<file path="config.mk">
export PLATFORM = sky130hd
export DESIGN_NAME = pc_fetch_unit
export DESIGN_NICKNAME = d
export VERILOG_FILES = /design/src/rtl/pc_fetch_unit.sv
export SDC_FILE = /design/constraint.sdc
export NUM_CORES = 1
export LEC_CHECK = 0
export ABC_AREA = 1
export CORE_MARGIN = 8
export CORE_UTILIZATION = 51
export CTS_CLUSTER_SIZE = 40
export DETAILED_ROUTE_END_ITERATION = 12
export PLACE_DENSITY = 0.85
export SLEW_MARGIN = 20
export SYNTH_ARGS = -nofsm -noshare
export SYNTH_HDL_FRONTEND = slang
export SYNTH_SLANG_ARGS = --single-unit
</file>
<file path="constraint.sdc">
create_clock -name clk -period 3.2 [get_ports clk]
set_input_delay 0.32 -clock clk [delete_from_list [all_inputs] [get_ports clk]]
set_output_delay 0.32 -clock clk [all_outputs]
set_load 0.02 [all_outputs]
</file>
<file path="src/rtl/pc_fetch_unit.sv">
// Instruction fetch stage: drives the PC and instruction memory, and fills the IF/ID register.
// A one-entry skid buffer holds an acked word while the hazard unit stalls decode.
module pc_fetch_unit #(
  parameter logic [31:0] RESET_PC = 32'h0000_0000,
  parameter logic [31:0] NOP_INST = 32'h0000_0013
) (
  input  logic        clk,
  input  logic        rst,
  input  logic [31:0] npc,
  input  logic        redirect,
  input  logic        stall,
  output logic [31:0] pc,
  output logic        imem_req,
  output logic [31:0] imem_addr,
  input  logic        imem_ack,
  input  logic [31:0] imem_rdata,
  output logic        id_valid,
  output logic [31:0] id_pc,
  output logic [31:0] id_inst,
  output logic [31:0] fetch_cnt
);

  typedef enum logic {StFetch, StHold} state_e;

  state_e      state_q, state_d;
  logic [31:0] pc_d, id_pc_d, id_inst_d, cnt_d;
  logic        id_valid_d;
  logic [31:0] skid_pc_q, skid_pc_d, skid_inst_q, skid_inst_d;
  logic [31:0] npc_aligned;
  logic        unused_npc_low;

  assign npc_aligned    = {npc[31:2], 2'b00};
  assign unused_npc_low = ^npc[1:0];

  assign imem_req  = (state_q == StFetch);
  assign imem_addr = pc;

  always_comb begin
    state_d     = state_q;
    pc_d        = pc;
    id_valid_d  = id_valid;
    id_pc_d     = id_pc;
    id_inst_d   = id_inst;
    cnt_d       = fetch_cnt;
    skid_pc_d   = skid_pc_q;
    skid_inst_d = skid_inst_q;
    case (state_q)
      StFetch: begin
        if (redirect) begin
          // Any word acked this cycle belongs to the squashed path.
          pc_d       = npc_aligned;
          id_valid_d = 1'b0;
          id_inst_d  = NOP_INST;
        end else if (imem_ack) begin
          if (stall) begin
            skid_pc_d   = pc;
            skid_inst_d = imem_rdata;
            state_d     = StHold;
          end else begin
            id_pc_d    = pc;
            id_inst_d  = imem_rdata;
            id_valid_d = 1'b1;
            pc_d       = npc_aligned;
            cnt_d      = fetch_cnt + 32'd1;
          end
        end else if (!stall) begin
          id_valid_d = 1'b0;
          id_inst_d  = NOP_INST;
        end
      end
      StHold: begin
        if (redirect) begin
          pc_d       = npc_aligned;
          id_valid_d = 1'b0;
          id_inst_d  = NOP_INST;
          state_d    = StFetch;
        end else if (!stall) begin
          id_pc_d    = skid_pc_q;
          id_inst_d  = skid_inst_q;
          id_valid_d = 1'b1;
          pc_d       = npc_aligned;
          cnt_d      = fetch_cnt + 32'd1;
          state_d    = StFetch;
        end
      end
      default: state_d = StFetch;
    endcase
  end

  always_ff @(posedge clk) begin
    if (rst) begin
      state_q     <= StFetch;
      pc          <= RESET_PC;
      id_valid    <= 1'b0;
      id_pc       <= 32'd0;
      id_inst     <= NOP_INST;
      fetch_cnt   <= 32'd0;
      skid_pc_q   <= 32'd0;
      skid_inst_q <= 32'd0;
    end else begin
      state_q     <= state_d;
      pc          <= pc_d;
      id_valid    <= id_valid_d;
      id_pc       <= id_pc_d;
      id_inst     <= id_inst_d;
      fetch_cnt   <= cnt_d;
      skid_pc_q   <= skid_pc_d;
      skid_inst_q <= skid_inst_d;
    end
  end

endmodule
</file>
**After elaboration in Yosys (flattened, before gate mapping)**

Index checks and enable logic that the tools add are counted.

- Reductions and logical operators: 4
- Multipliers: 0
- Divide/modulo/power cells: 0
- Multiplexer cells: 34
- Equality and inequality tests: 9
- Shift-type cells: 0
- Add/sub/neg operators: 1
- Bitwise gates (word level): 2
- $lt $le $gt $ge: 0

Operators with widths:

| cell | number |
|---|---|
| 32-bit two-way mux | 19 |
| 32-bit one-hot mux with 2 select lines | 4 |
| 32-bit by 1-bit adder with 32-bit output, second input constant | 1 |
| 1-bit two-way mux | 9 |
| 2-bit inequality test, second input constant | 4 |
| 3-bit inequality test, second input constant | 2 |
| 5-bit AND reduction | 1 |
| 4-bit by 3-bit inequality test with 1-bit output, second input constant | 1 |
| 1-bit one-hot mux with 2 select lines | 2 |
| 4-bit AND reduction | 1 |
| 3-bit by 2-bit inequality test with 1-bit output, second input constant | 1 |
| 3-bit AND reduction | 1 |
| 2-bit by 1-bit inequality test with 1-bit output, second input constant | 1 |
| 1-bit inverter | 2 |
| 2-bit AND reduction | 1 |

- Latch bits: 0
- Memory bits (writable): 0
- Memories: 0
- Input bits: 69
- Bits in read-only memories: 0
- Bits in registers: 194
- Output and inout port bits: 162
- Word-level logic and storage cells: 58

**Longest topological paths before layout**

- Depth in word-level cells: 5
- Depth in mapped cells: 10
- Gate-level depth less buffers: 9

**Least setup slack after synthesis**

Ideal clock, no wire load.

- Path type: reg2reg
- Start: reg fetch_cnt[1]
- End: reg fetch_cnt[26]
- Data required time: 3072 ps
- Setup slack: 1608 ps
- Arrival: 1465 ps
- Cell stages (with the launch flop): 9
- Library setup time: 128 ps
- Cell sequence: dfxtp_1 -> ha_1 -> inv_1 -> nor2_2 -> nand2_1 -> nor3_2 -> nand4_1 -> nand2_1 -> nor2_1

- Longest elaborated chain between the ends: 5
- Elaborated cells between the ends (all ways): 6
- Classes of those cells: add/sub (1); mux (5)

Ends and longest elaborated chain:

| element | RTL line | RTL |
|---|---|---|
| from (decl) | 20 | `output logic [31:0] fetch_cnt` |
| from (signal assigned) | 106 | `fetch_cnt <= cnt_d;` |
| 32-bit by 1-bit adder with 32-bit output * | 64, 82 |  |
| 32-bit two-way mux * | 55, 77 |  |
| 32-bit two-way mux | 54 | `end else if (imem_ack) begin` |
| 32-bit two-way mux | 49 | `if (redirect) begin` |
| 32-bit one-hot mux with 2 select lines * | 47 | `case (state_q)` |

Every way passes the cells marked *; elsewhere a longest branch is shown, timed or not. The select of a mux whose other input is x is not followed.
A chain may end at the register's enable or synchronous reset.

**Final worst setup path**

- Start: reg state_q
- End: out imem_req

- Longest elaborated chain between the ends: 1

Ends and longest elaborated chain:

| element | RTL line | RTL |
|---|---|---|
| from (decl) | 25 | `state_e state_q, state_d;` |
| from (signal assigned) | 92 | `state_q <= StFetch;` |
| from (signal assigned) | 101 | `state_q <= state_d;` |
| 1-bit inverter | -- |  |
| to (decl) | 13 | `output logic imem_req,` |

Every way passes these cells.

==> impl_metrics.prom <==
# TYPE chip_impl_metric gauge
chip_impl_metric{name="gr-usage-met2",unit="%"} 39.38
chip_impl_info{name="cell_family_contributing_the_most_delay_on_the_critical_path",value="buffers and inverters"} 1
chip_impl_metric{name="fmax",unit="MHz"} 443.8
chip_impl_metric{name="synth_simple_gate_area_share",unit="%"} 18.40
chip_impl_info{name="hold_path_end",value="skid_inst_q[22]"} 1
chip_impl_info{name="worstPathCellList",value="inv_2 > buf_4 > clkdlybuf4s50_1"} 1
chip_impl_metric{name="timing.final.setup_violations",unit=""} 0
chip_impl_metric{name="cts.repair_timing.setup_buffer_count",unit=""} 0
chip_impl_metric{name="post_cts_hold_buffer_count",unit=""} 0
chip_impl_metric{name="tightest_pin_transition",unit="ns"} 0.8093
chip_impl_metric{name="pwr_density_cell",unit="nW/um^2"} 506.1
chip_impl_metric{name="ctsLongestPathBuffers",unit=""} 2
chip_impl_metric{name="final_layout_size_suffix_gt1_share",unit="%"} 5.763
chip_impl_metric{name="ioPinCount",unit=""} 231
chip_impl_info{name="combinational_family_with_the_most_area_after_synthesis",value="compound AO/OA/AOI/OAI gates"} 1
chip_impl_metric{name="die_area",unit="sq um"} 19680
chip_impl_metric{name="finish.net_count",unit=""} 1289
chip_impl_metric{name="timing_max_transition_violations_final",unit=""} 0
chip_impl_metric{name="die_h",unit="microns"} 140.3
chip_impl_metric{name="required",unit="ns"} 2.88
chip_impl_metric{name="synthesis_warnings",unit=""} 0
chip_impl_metric{name="dr_total_vias",unit=""} 7809
chip_impl_info{name="layout.cells.most_common",value="clkdlybuf4s50_1"} 1
chip_impl_metric{name="diodes",unit=""} 0
chip_impl_metric{name="design.core.area",unit="sq um"} 15150
chip_impl_metric{name="worst_r2r_path_depth",unit=""} 5
chip_impl_metric{name="synth-compound-area-share",unit="%"} 22.26
chip_impl_metric{name="clock_latency",unit="ns"} 0.43
chip_impl_info{name="critPathSlowestCell",value="clkdlybuf4s50_1"} 1
chip_impl_metric{name="yosys_reg_bits",unit=""} 188
chip_impl_metric{name="overflow",unit=""} 0
chip_impl_info{name="run_status",value="complete, no violations"} 1
chip_impl_metric{name="portBuffers",unit=""} 222
chip_impl_metric{name="routedWlPerCell",unit="microns"} 16.39
chip_impl_metric{name="clock-skew-final",unit="ns"} 0.01225
chip_impl_metric{name="cts.repair.resized",unit=""} 0
chip_impl_metric{name="p_leak",unit="nW"} 3.822
chip_impl_metric{name="layout.core_utilization",unit="%"} 69.65
chip_impl_metric{name="num_rows",unit=""} 45
chip_impl_metric{name="post-route-worst-setup-slack",unit="ns"} 0.9468
chip_impl_metric{name="die_w",unit="microns"} 140.3
chip_impl_metric{name="finalCriticalPeriod",unit="ns"} 2.253
chip_impl_metric{name="pin_count_of_the_biggest_net_entering_global_routing",unit=""} 116
chip_impl_metric{name="final.period_utilization",unit="%"} 70.41
chip_impl_metric{name="dp_worst_setup_slack",unit="ns"} 0.7832
chip_impl_metric{name="path_max_fanout",unit=""} 32
chip_impl_metric{name="multiInputGateArea",unit="sq um"} 3252
chip_impl_metric{name="synth_fa_ha_area_share",unit="%"} 0.1588
chip_impl_metric{name="yosys.area_share.xor_xnor",unit="%"} 0
chip_impl_metric{name="post_drt_via_cell_ratio",unit=""} 5.499
chip_impl_metric{name="worst-endpoint-arrival",unit="ns"} 1.93
chip_impl_metric{name="total_wirelength_of_the_detailed_routed_design",unit="microns"} 23280
chip_impl_metric{name="max_cap_viols",unit=""} 0
chip_impl_metric{name="path_buf_inv",unit=""} 3
chip_impl_metric{name="antenna_found_initial",unit=""} 0
chip_impl_metric{name="post_synth_inst_count",unit=""} 1060
chip_impl_metric{name="syn_avg_cell_area",unit="sq um"} 7.434
chip_impl_metric{name="ant_nets",unit=""} 0
chip_impl_metric{name="setup-tns-final",unit="ns"} 0
chip_impl_metric{name="synthToLayoutAreaGrowth",unit="%"} 33.87
chip_impl_metric{name="cts-buffers-inserted",unit=""} 17
chip_impl_metric{name="gr-usage-all-layers",unit="%"} 23.00
chip_impl_metric{name="cts.htree.levels",unit=""} 4
chip_impl_metric{name="final_hold_viol_count",unit=""} 0
chip_impl_metric{name="num-fill-cells",unit=""} 1207
chip_impl_info{name="worstHoldStart",value="skid_inst_q[22]"} 1
chip_impl_info{name="path_type_of_the_worst_setup_path",value="flop to output port"} 1
chip_impl_info{name="gr-max-usage-layer",value="met2"} 1
chip_impl_metric{name="vias_in_the_first_global_route",unit=""} 7511
chip_impl_metric{name="met1_usage",unit="%"} 26.19
chip_impl_metric{name="relSlewSlack",unit="%"} 45.93
chip_impl_metric{name="global_route.usage.met3",unit="%"} 7.000
chip_impl_info{name="cp-end-kind",value="output port"} 1
chip_impl_metric{name="cts.reportedPaths.clkPinSlew",unit="ns"} 0.07
chip_impl_metric{name="area.sequential",unit="sq um"} 3764
chip_impl_metric{name="cts_num_sinks",unit=""} 188
chip_impl_info{name="final_cell_mix",value="clkdlybuf4s50_1, nand2_1, dfxtp_1"} 1
chip_impl_metric{name="yosys.cell_types.count",unit=""} 29
chip_impl_metric{name="post_synthesis_cell_area",unit="sq um"} 7880
chip_impl_info{name="hold_class",value="flop to flop"} 1
chip_impl_info{name="grt_setup_unrepaired",value="no"} 1
chip_impl_metric{name="detail_route.iter0.violations",unit=""} 635
chip_impl_metric{name="drtPass1Iterations",unit=""} 6
chip_impl_metric{name="grt_pass1_wl",unit="microns"} 37190
chip_impl_metric{name="ff2ff_setup_slack",unit="ns"} 1.30
chip_impl_metric{name="peakVddDrop",unit="uV"} 354.9
chip_impl_metric{name="ys_seq_area_share",unit="%"} 47.76
chip_impl_metric{name="timing.critical_path.slowest_cell_delay",unit="ns"} 0.70
chip_impl_info{name="clock-root-buffer",value="clkbuf_16"} 1
chip_impl_info{name="regToRegStartpoint",value="state_q"} 1
chip_impl_info{name="setup.worst_path.start_class",value="flop"} 1
chip_impl_metric{name="worst_hold_path.num_cells",unit=""} 2
chip_impl_metric{name="place_congestion",unit=""} 0.8604
chip_impl_metric{name="initial_core_util",unit="%"} 52.03
chip_impl_metric{name="remaining_drc_errors",unit=""} 0
chip_impl_metric{name="yosys-mux-area-fraction",unit="%"} 0
chip_impl_info{name="clock_tree_from_tritoncts",value="done"} 1
chip_impl_metric{name="post-dp-hpwl",unit="microns"} 15470
chip_impl_info{name="r2r-end",value="id_pc[25]"} 1
==> where the power goes <==
part | internal [W] | total [W] | switching [W]
sequential | 0.00245 | 0.00252 | 0.0000737
clock | 0.00114 | 0.00206 | 0.000921
combinational | 0.000339 | 0.000756 | 0.000417
total | 0.00393 | 0.00534 | 0.00141
==> worst register-to-register path, cell delays in order, from the launching register on <==
cell,delay [ns]
dfxtp_1,0.42
nor2_1,0.13
nor3_4,0.57
buf_4,0.41
o21ai_0,0.13
a31oi_1,0.18
==> cells by family (layout without fill, tap and decap cells) <==
logic type,after synthesis,count (layout)
other,1,6
and+or+nand+nor,345,345
DFF,188,188
buffers and inverters,193,360
AOI/OAI and AO/OA,332,332
adders and majority gates,1,1
==> sequential cells by signal, indices dropped and copies added, names as in the netlist <==
name         count
skid_pc_q       30
id_pc           30
id_valid         1
imem_addr       30
skid_inst_q     32
state_q          1
fetch_cnt       32
id_inst         32
==> final cells by class <==
class / instances / area share [%]
sequential: 188 / 35.68
inverter: 89 / 3.179
multi-input combinational: 684 / 30.83
timing repair buffer: 239 / 22.63
tap: 188 / 2.230
clock buffer: 20 / 4.424
clock inverter: 12 / 1.032
==> per-layer routing <==
| metal | vias to the layer above | wire, microns | part of all wire [%] |
|---|---|---|---|
| li1 | 3834 | - | - |
| met1 | 3643 | 9530 | 41 |
| met2 | 289 | 11330 | 49 |
| met3 | 43 | 1859 | 8.0 |
| met4 | 0 | 558 | 2.4 |
| met5 | - | 0 | 0 |
==> cells in the mapped netlist <==
cell	n	area share, %
buf_4	39	3.7
ha_1	1	0.16
o21ai_1	78	5.0
o21a_1	4	0.38
o21bai_1	1	0.095
a21oi_1	139	8.8
a22oi_1	3	0.29
nand2_2	2	0.16
nor3_2	3	0.38
dfxtp_1	188	48
nand3_2	1	0.13
buf_1	3	0.14
o22a_1	3	0.33
nand3_1	49	3.1
nor3_4	1	0.21
nand4_1	10	0.79
nand2_1	208	9.9
nor2_2	5	0.40
o21ai_0	57	3.6
a31oi_1	46	3.7
clkinv_1	1	0.048
a21oi_2	1	0.11
inv_2	6	0.29
buf_2	20	1.3
inv_1	82	3.9
conb_1	1	0.048
nor2_1	55	2.6
clkbuf_1	42	2.0
nor3_1	11	0.70
==> metrics by stage <==
| step | hold slack [ns] | cells | total power, W | area (sq um) |
|---|---|---|---|---|
| 6_report | 0.4670 | 1420 | 0.005339 | 10550 |
| 5_1_grt | 0.4799 | 1420 | 0.005526 | 10550 |
| 4_1_cts | 0.4660 | 1420 | 0.005358 | 10550 |
| 3_5_place_dp | 0.4576 | 1388 | 0.003324 | 9973 |
| 3_3_place_gp | 0.4442 | 1388 | 0.003310 | 9973 |
| 2_1_floorplan | 0.4304 | 1065 | 0.002988 | 7899 |
==> worst max path at each step <==
stage | from | end | slack [ns] | depth (start not counted)
after CTS | state_q | imem_req | 0.95 | 3
after detailed placement | redirect | id_pc[25] | 0.78 | 5
after floorplan | fetch_cnt[1] | fetch_cnt[26] | 1.61 | 8
after global placement | redirect | skid_pc_q[14] | 0.82 | 7
final | state_q | imem_req | 0.95 | 3
after global routing | state_q | imem_req | 0.86 | 3
(Power assumes the default switching activity.)
